--- src/rtl/dmem_responder.sv ---
// dmem_responder: memory-side responder for the core's data-memory port.
// Accepts one load/store at a time, waits WAIT extra cycles, then commits the
// access to a word-organised RAM and presents the pre-write word and an
// out-of-range flag until the core takes the response.
//
// Ports:
//   clk, resetn            clock (rising edge), async active-low reset
//   req_valid / req_ready  request handshake
//   req_addr               byte address (bits [1:0] ignored)
//   req_wdata, req_wmask   lane-aligned store data and byte enables (0 = load)
//   resp_valid/resp_ready  response handshake
//   resp_rdata, resp_err   pre-write word read, out-of-range flag
module dmem_responder #(
  parameter int unsigned DEPTH     = 64,
  parameter int unsigned WAIT      = 0,
  parameter logic [31:0] BASE_ADDR = 32'h0000_0000
) (
  input  logic        clk,
  input  logic        resetn,
  input  logic        req_valid,
  output logic        req_ready,
  input  logic [31:0] req_addr,
  input  logic [31:0] req_wdata,
  input  logic [3:0]  req_wmask,
  output logic        resp_valid,
  input  logic        resp_ready,
  output logic [31:0] resp_rdata,
  output logic        resp_err
);

  localparam int unsigned IdxW     = $clog2(DEPTH);
  localparam logic [3:0]  WaitLoad = (WAIT > 0) ? 4'(WAIT - 1) : 4'd0;
  localparam logic [32:0] Span     = 33'(DEPTH) << 2;

  typedef enum logic [1:0] {StIdle, StWaits, StResp} state_e;

  state_e            state_q, state_d;
  logic [3:0]        cnt_q, cnt_d;
  logic [IdxW-1:0]   idx_q;
  logic [31:0]       wdata_q;
  logic [3:0]        wmask_q;
  logic              oor_q;
  logic [31:0]       rdata_q;
  logic              err_q;
  logic [31:0]       mem [DEPTH];

  logic              accept;
  logic              commit;
  logic [32:0]       off;
  logic              in_range;
  logic [IdxW-1:0]   in_idx;
  logic [IdxW-1:0]   c_idx;
  logic [31:0]       c_wdata;
  logic [3:0]        c_wmask;
  logic              c_oor;

  // 33-bit offset: an address below BASE_ADDR goes negative (bit 32 set), so a
  // single unsigned compare against the span covers both bounds without wrap.
  assign off      = {1'b0, req_addr} - {1'b0, BASE_ADDR};
  assign in_range = off < Span;
  assign in_idx   = off[IdxW+1:2];

  assign accept = req_valid && (state_q == StIdle);

  // With no wait states the commit edge is the accept edge, so the access
  // operands come straight from the request rather than the latched copy.
  assign c_idx   = (WAIT == 0) ? in_idx    : idx_q;
  assign c_wdata = (WAIT == 0) ? req_wdata : wdata_q;
  assign c_wmask = (WAIT == 0) ? req_wmask : wmask_q;
  assign c_oor   = (WAIT == 0) ? !in_range : oor_q;

  always_comb begin
    state_d = state_q;
    cnt_d   = cnt_q;
    commit  = 1'b0;
    unique case (state_q)
      StIdle: begin
        if (req_valid) begin
          if (WAIT == 0) begin
            state_d = StResp;
            commit  = 1'b1;
          end else begin
            state_d = StWaits;
            cnt_d   = WaitLoad;
          end
        end
      end
      StWaits: begin
        if (cnt_q == 4'd0) begin
          state_d = StResp;
          commit  = 1'b1;
        end else begin
          cnt_d = cnt_q - 4'd1;
        end
      end
      StResp: begin
        if (resp_ready) begin
          state_d = StIdle;
        end
      end
      default: state_d = StIdle;
    endcase
  end

  always_ff @(posedge clk or negedge resetn) begin
    if (!resetn) begin
      state_q <= StIdle;
      cnt_q   <= 4'd0;
      idx_q   <= '0;
      wdata_q <= 32'd0;
      wmask_q <= 4'd0;
      oor_q   <= 1'b0;
      rdata_q <= 32'd0;
      err_q   <= 1'b0;
    end else begin
      state_q <= state_d;
      cnt_q   <= cnt_d;
      if (accept) begin
        idx_q   <= in_idx;
        wdata_q <= req_wdata;
        wmask_q <= req_wmask;
        oor_q   <= !in_range;
      end
      if (commit) begin
        rdata_q <= c_oor ? 32'd0 : mem[c_idx];
        err_q   <= c_oor;
      end
    end
  end

  // RAM is not reset; a reset before the commit edge forces StIdle, so a
  // dropped request can never reach this write.
  always_ff @(posedge clk) begin
    if (commit && !c_oor) begin
      for (int i = 0; i < 4; i++) begin
        if (c_wmask[i]) begin
          mem[c_idx][8*i +: 8] <= c_wdata[8*i +: 8];
        end
      end
    end
  end

  assign req_ready  = (state_q == StIdle);
  assign resp_valid = (state_q == StResp);
  assign resp_rdata = rdata_q;
  assign resp_err   = err_q;

endmodule

--- config.mk ---
export PLATFORM = sky130hd
export DESIGN_NAME = dmem_responder
export DESIGN_NICKNAME = d
export VERILOG_FILES = /design/src/rtl/dmem_responder.sv
export SDC_FILE = /design/constraint.sdc
export NUM_CORES = 2
export LEC_CHECK = 0
export ABC_AREA = 1
export CORE_ASPECT_RATIO = 1.75
export CORE_MARGIN = 3
export CORE_UTILIZATION = 49
export CTS_CLUSTER_SIZE = 40
export DETAILED_ROUTE_END_ITERATION = 7
export GPL_TIMING_DRIVEN = 0
export PLACE_DENSITY = 0.76
export SYNTH_ARGS = -nofsm -noshare
export SYNTH_HDL_FRONTEND = slang
export SYNTH_SLANG_ARGS = --single-unit
--- constraint.sdc ---
create_clock -name clk -period 2.7 [get_ports clk]
set_clock_uncertainty 0.05 [all_clocks]
set_input_delay 0.54 -clock clk [delete_from_list [all_inputs] [get_ports clk]]
set_output_delay 0.54 -clock clk [all_outputs]
set_load 0.02 [all_outputs]
==> key figures <==
Status
  • Status: complete, but fails checks
  • Failing checks: DRC, setup timing

Floorplan
  • Die Y: 564.4 um
  • FP Rows: 204
  • Die width: 325.1 um
  • Area of the core: 176900 sq um
  • Number of top-level pins: 107
  • Effective utilization at floorplan: 49.35%
  • Die ar.: 183500 sq um

STA
  • Worst-Margin Slew: 1182 ps
  • Final setup vio count: 23
  • RSZ-0062 raised after global routing: yes
  • Hold Violations, Final: 0
  • Max Clock Freq: 342.8 MHz
  • Max-slew violation count: 0
  • Minimum clock period: 2917 ps
  • Final WS setup: -216.8 ps
  • Fin crit share: 108.0%
  • Rel. slew slack: 21.21%
  • Fin Hold WS: 65.42 ps

Layout
  • Final layout net count: 8745
  • Commonest non-fill, non-tap cells in the layout: 3394 x nand2_1, 2048 x edfxtp_1, 708 x inv_1, 542 x nand3_1, 336 x nor2_1
  • Sequential cell area: 62350 sq um
  • Fillers: 14050
  • Commonest non-fill, non-tap cell in the layout: nand2_1
  • Share of cells above drive strength 1: 12.72%
  • Area of the multi-input gates: 22440 sq um
  • Area Growth Syn to Fin: 17.34%

Clocking
  • Htree depth: 4
  • Clock buffer depth: 4
  • CTS root buf: clkbuf_16
  • Clock slew at reported path FFs: 70 ps
  • TritonCTS Buffers: 181
  • Clk Latency, worst-skew pair: 860 ps
  • CTS tree: built
  • Sink Count: 2082

Place
  • Routability cong.: 1.075
  • DP Wirelength: 248600 um
  • Port buffer count: 102

Detailed routing
  • WL per Instance: 31.64 um
  • Initial DRC count: 9315
  • DRC: 1
  • Vias per std cell: 5.894
  • Post-route ant nets: 0
  • WL final: 353900 um
  • Drt first pass iters: 8
  • Via Count: 65930

Setup path
  • Crit path capture type: register
  • R2R depth: 9
  • Crit Path Class: primary input to register
  • CP peak stage delay: 830 ps
  • Critical Path AT: 3660 ps
  • Worst Path Required: 3450 ps
  • Slowest cell on the critical path: nand4_1
  • CP Cell Sequence: buf_4, buf_6, buf_4, clkbuf_4, nand2_1, nand3_1, nand4_1, nand2_1, nand2_1, nor2_1, nand3_2, nand2_1
  • Critical path launch point type: primary input
  • Worst path most repeated cell: nand2_1
  • CP Max Fanout: 10

Yosys
  • Post-synthesis sequential area ratio: 71.42%
  • EDFF count, synth: 2048
  • Syn nets: 8292
  • Cells after synthesis: 8220
  • Netlist cell types: 28
  • Synthesized area: 87300 sq um
  • Syn Area/Cell: 10.62 sq um
  • Main synth FF type: edfxtp_1
  • Synth Register Bits: 2082
  • Async SR Flop Fraction: 1.633%
  • Syn. warnings: 0

Global route
  • Initial antenna violation count: 15
  • First-pass GRT wire length: 478100 um
  • GRT Total Usage: 38.11%
  • Vias in the first global route: 62580
  • Pin count of the biggest net entering global routing: 65
  • Congestion Overflow GR: 0

Power and ir drop
  • Max IR drop VDD: 587.5 uV
  • NetSw: 16.01 mW
  • Internal: 50.90 mW
  • Clock network power share: 39.6%
  • Pwr/cell area: 653.2 nW/um^2
  • Flop pwr share: 53.0%
  • Switch share: 23.93%
  • P_leak: 40.03 nW
  • Gate power share: 7.5%
  • Final total power: 66.91 mW

Min path
  • Hold Crit Class: primary input to register
  • Worst hold path cell count: 1

Job
  • Maxcap violations: 0
[stage by stage]
stage	instance area, sq um	util, %	std cells	setup slack (ps)	setup TNS (ps)
global route	102400	57.90	11180	-180.2	-3843
CTS	101500	57.38	11130	-39.06	-175.5
detailed placement	91920	51.97	10720	-2707	-4358780
global placement	91280	51.61	10690	-3343	-7004670
finish	102400	57.91	11190	-216.8	-1960
floorplan	87300	-	8220	234.0	0
[logic make-up (layout without fill, tap and decap cells)]
| kind of cell | Yosys count | in the layout | synth area share [%] |
|---|---|---|---|
| other | 0 | 11 | 0 |
| buffers and inverters | 1137 | 1723 | 5.389 |
| AOI/OAI and AO/OA | 289 | 289 | 1.714 |
| DFF | 2082 | 2082 | 71.42 |
| and+or+nand+nor | 4712 | 4712 | 21.47 |
[power by group through the flow]
stage	Sequential (mW)	Clock (mW)	Combinational (mW)
after floorplan	36.2	0	1.85
after global placement	36.3	0	4.35
after detailed placement	36.2	0	4.50
after CTS	35.5	26.3	4.64
after global routing	35.4	27.4	5.06
final	35.5	26.5	4.99
[critical path, delay by kind of cell]
kind | cells | cell delay, ps
simple gates | 8 | 1850
buf+inv | 4 | 1190
[cell type report]
cell class	count	area share, %
Sequential cell	2082	60.87
Multi-Input combinational cell	5001	21.90
Clock buffer	219	4.725
Timing Repair Buffer	270	3.583
Tap cell	2369	2.894
Inverter	711	2.612
Buffer	426	2.442
Clock inverter	97	0.9454
Antenna cell	11	0.02687
[per-layer routing]
layer  vias up  global-route usage, %  wire length, um
met2      5086                  62.55           166900
met1     31270                  38.44           101300
met4         8                  40.31            47950
met5         -                      0               61
met3      1644                  9.211            37630
li1      27920                      -                -
[sequential cells by signal, summed over array words and instances, names as in the netlist]
signal / count
mem: 2048
resp_err: 1
resp_rdata: 32
state_q: 1
[synthesized netlist by cell type (2+ instances only)]
library cell	instances	share of area [%]
o21ai_1	52	0.30
buf_2	191	1.1
dfrtp_1	34	0.97
edfxtp_1	2048	70
o21ai_0	163	0.93
nor2_4	5	0.064
clkbuf_1	141	0.61
buf_4	40	0.34
nor3_2	2	0.023
nand2_1	3424	15
a21oi_1	45	0.26
nand4_1	113	0.81
nor2_1	602	2.6
o21bai_1	10	0.086
buf_1	48	0.21
a31oi_1	18	0.13
nand3_1	547	3.1
nand3b_1	4	0.034
inv_1	709	3.0
nor2_2	4	0.029
nor3_1	8	0.046
buf_6	6	0.077
[path summary, 6_finish.rpt]
| path | endpoint | slack, ps | from |
|---|---|---|---|
| worst min register to register | resp_rdata[30] | 440 | resp_rdata[30] |
| min in group asynchronous | resp_rdata[27] | 280 | resetn |
| max in group asynchronous | resp_rdata[14] | 1720 | resetn |
| worst max register to register | resp_rdata[18] | -160 | state_q[1] |
| worst max-delay path | resp_rdata[6] | -220 | req_addr[2] |
| worst min-delay path | mem[19][10] | 70 | req_wdata[10] |
[repair_timing]
action / 4_1_cts / 5_1_grt
endpoints found under the hold margin: 60 / 0
hold buffers: 5 / 0
resized for setup: 706 / 98
buffers inserted: 90 / 42
endpoints found under the setup margin: 2080 / 1770
pin swaps: 64 / 41
(Power assumes the default switching activity.)
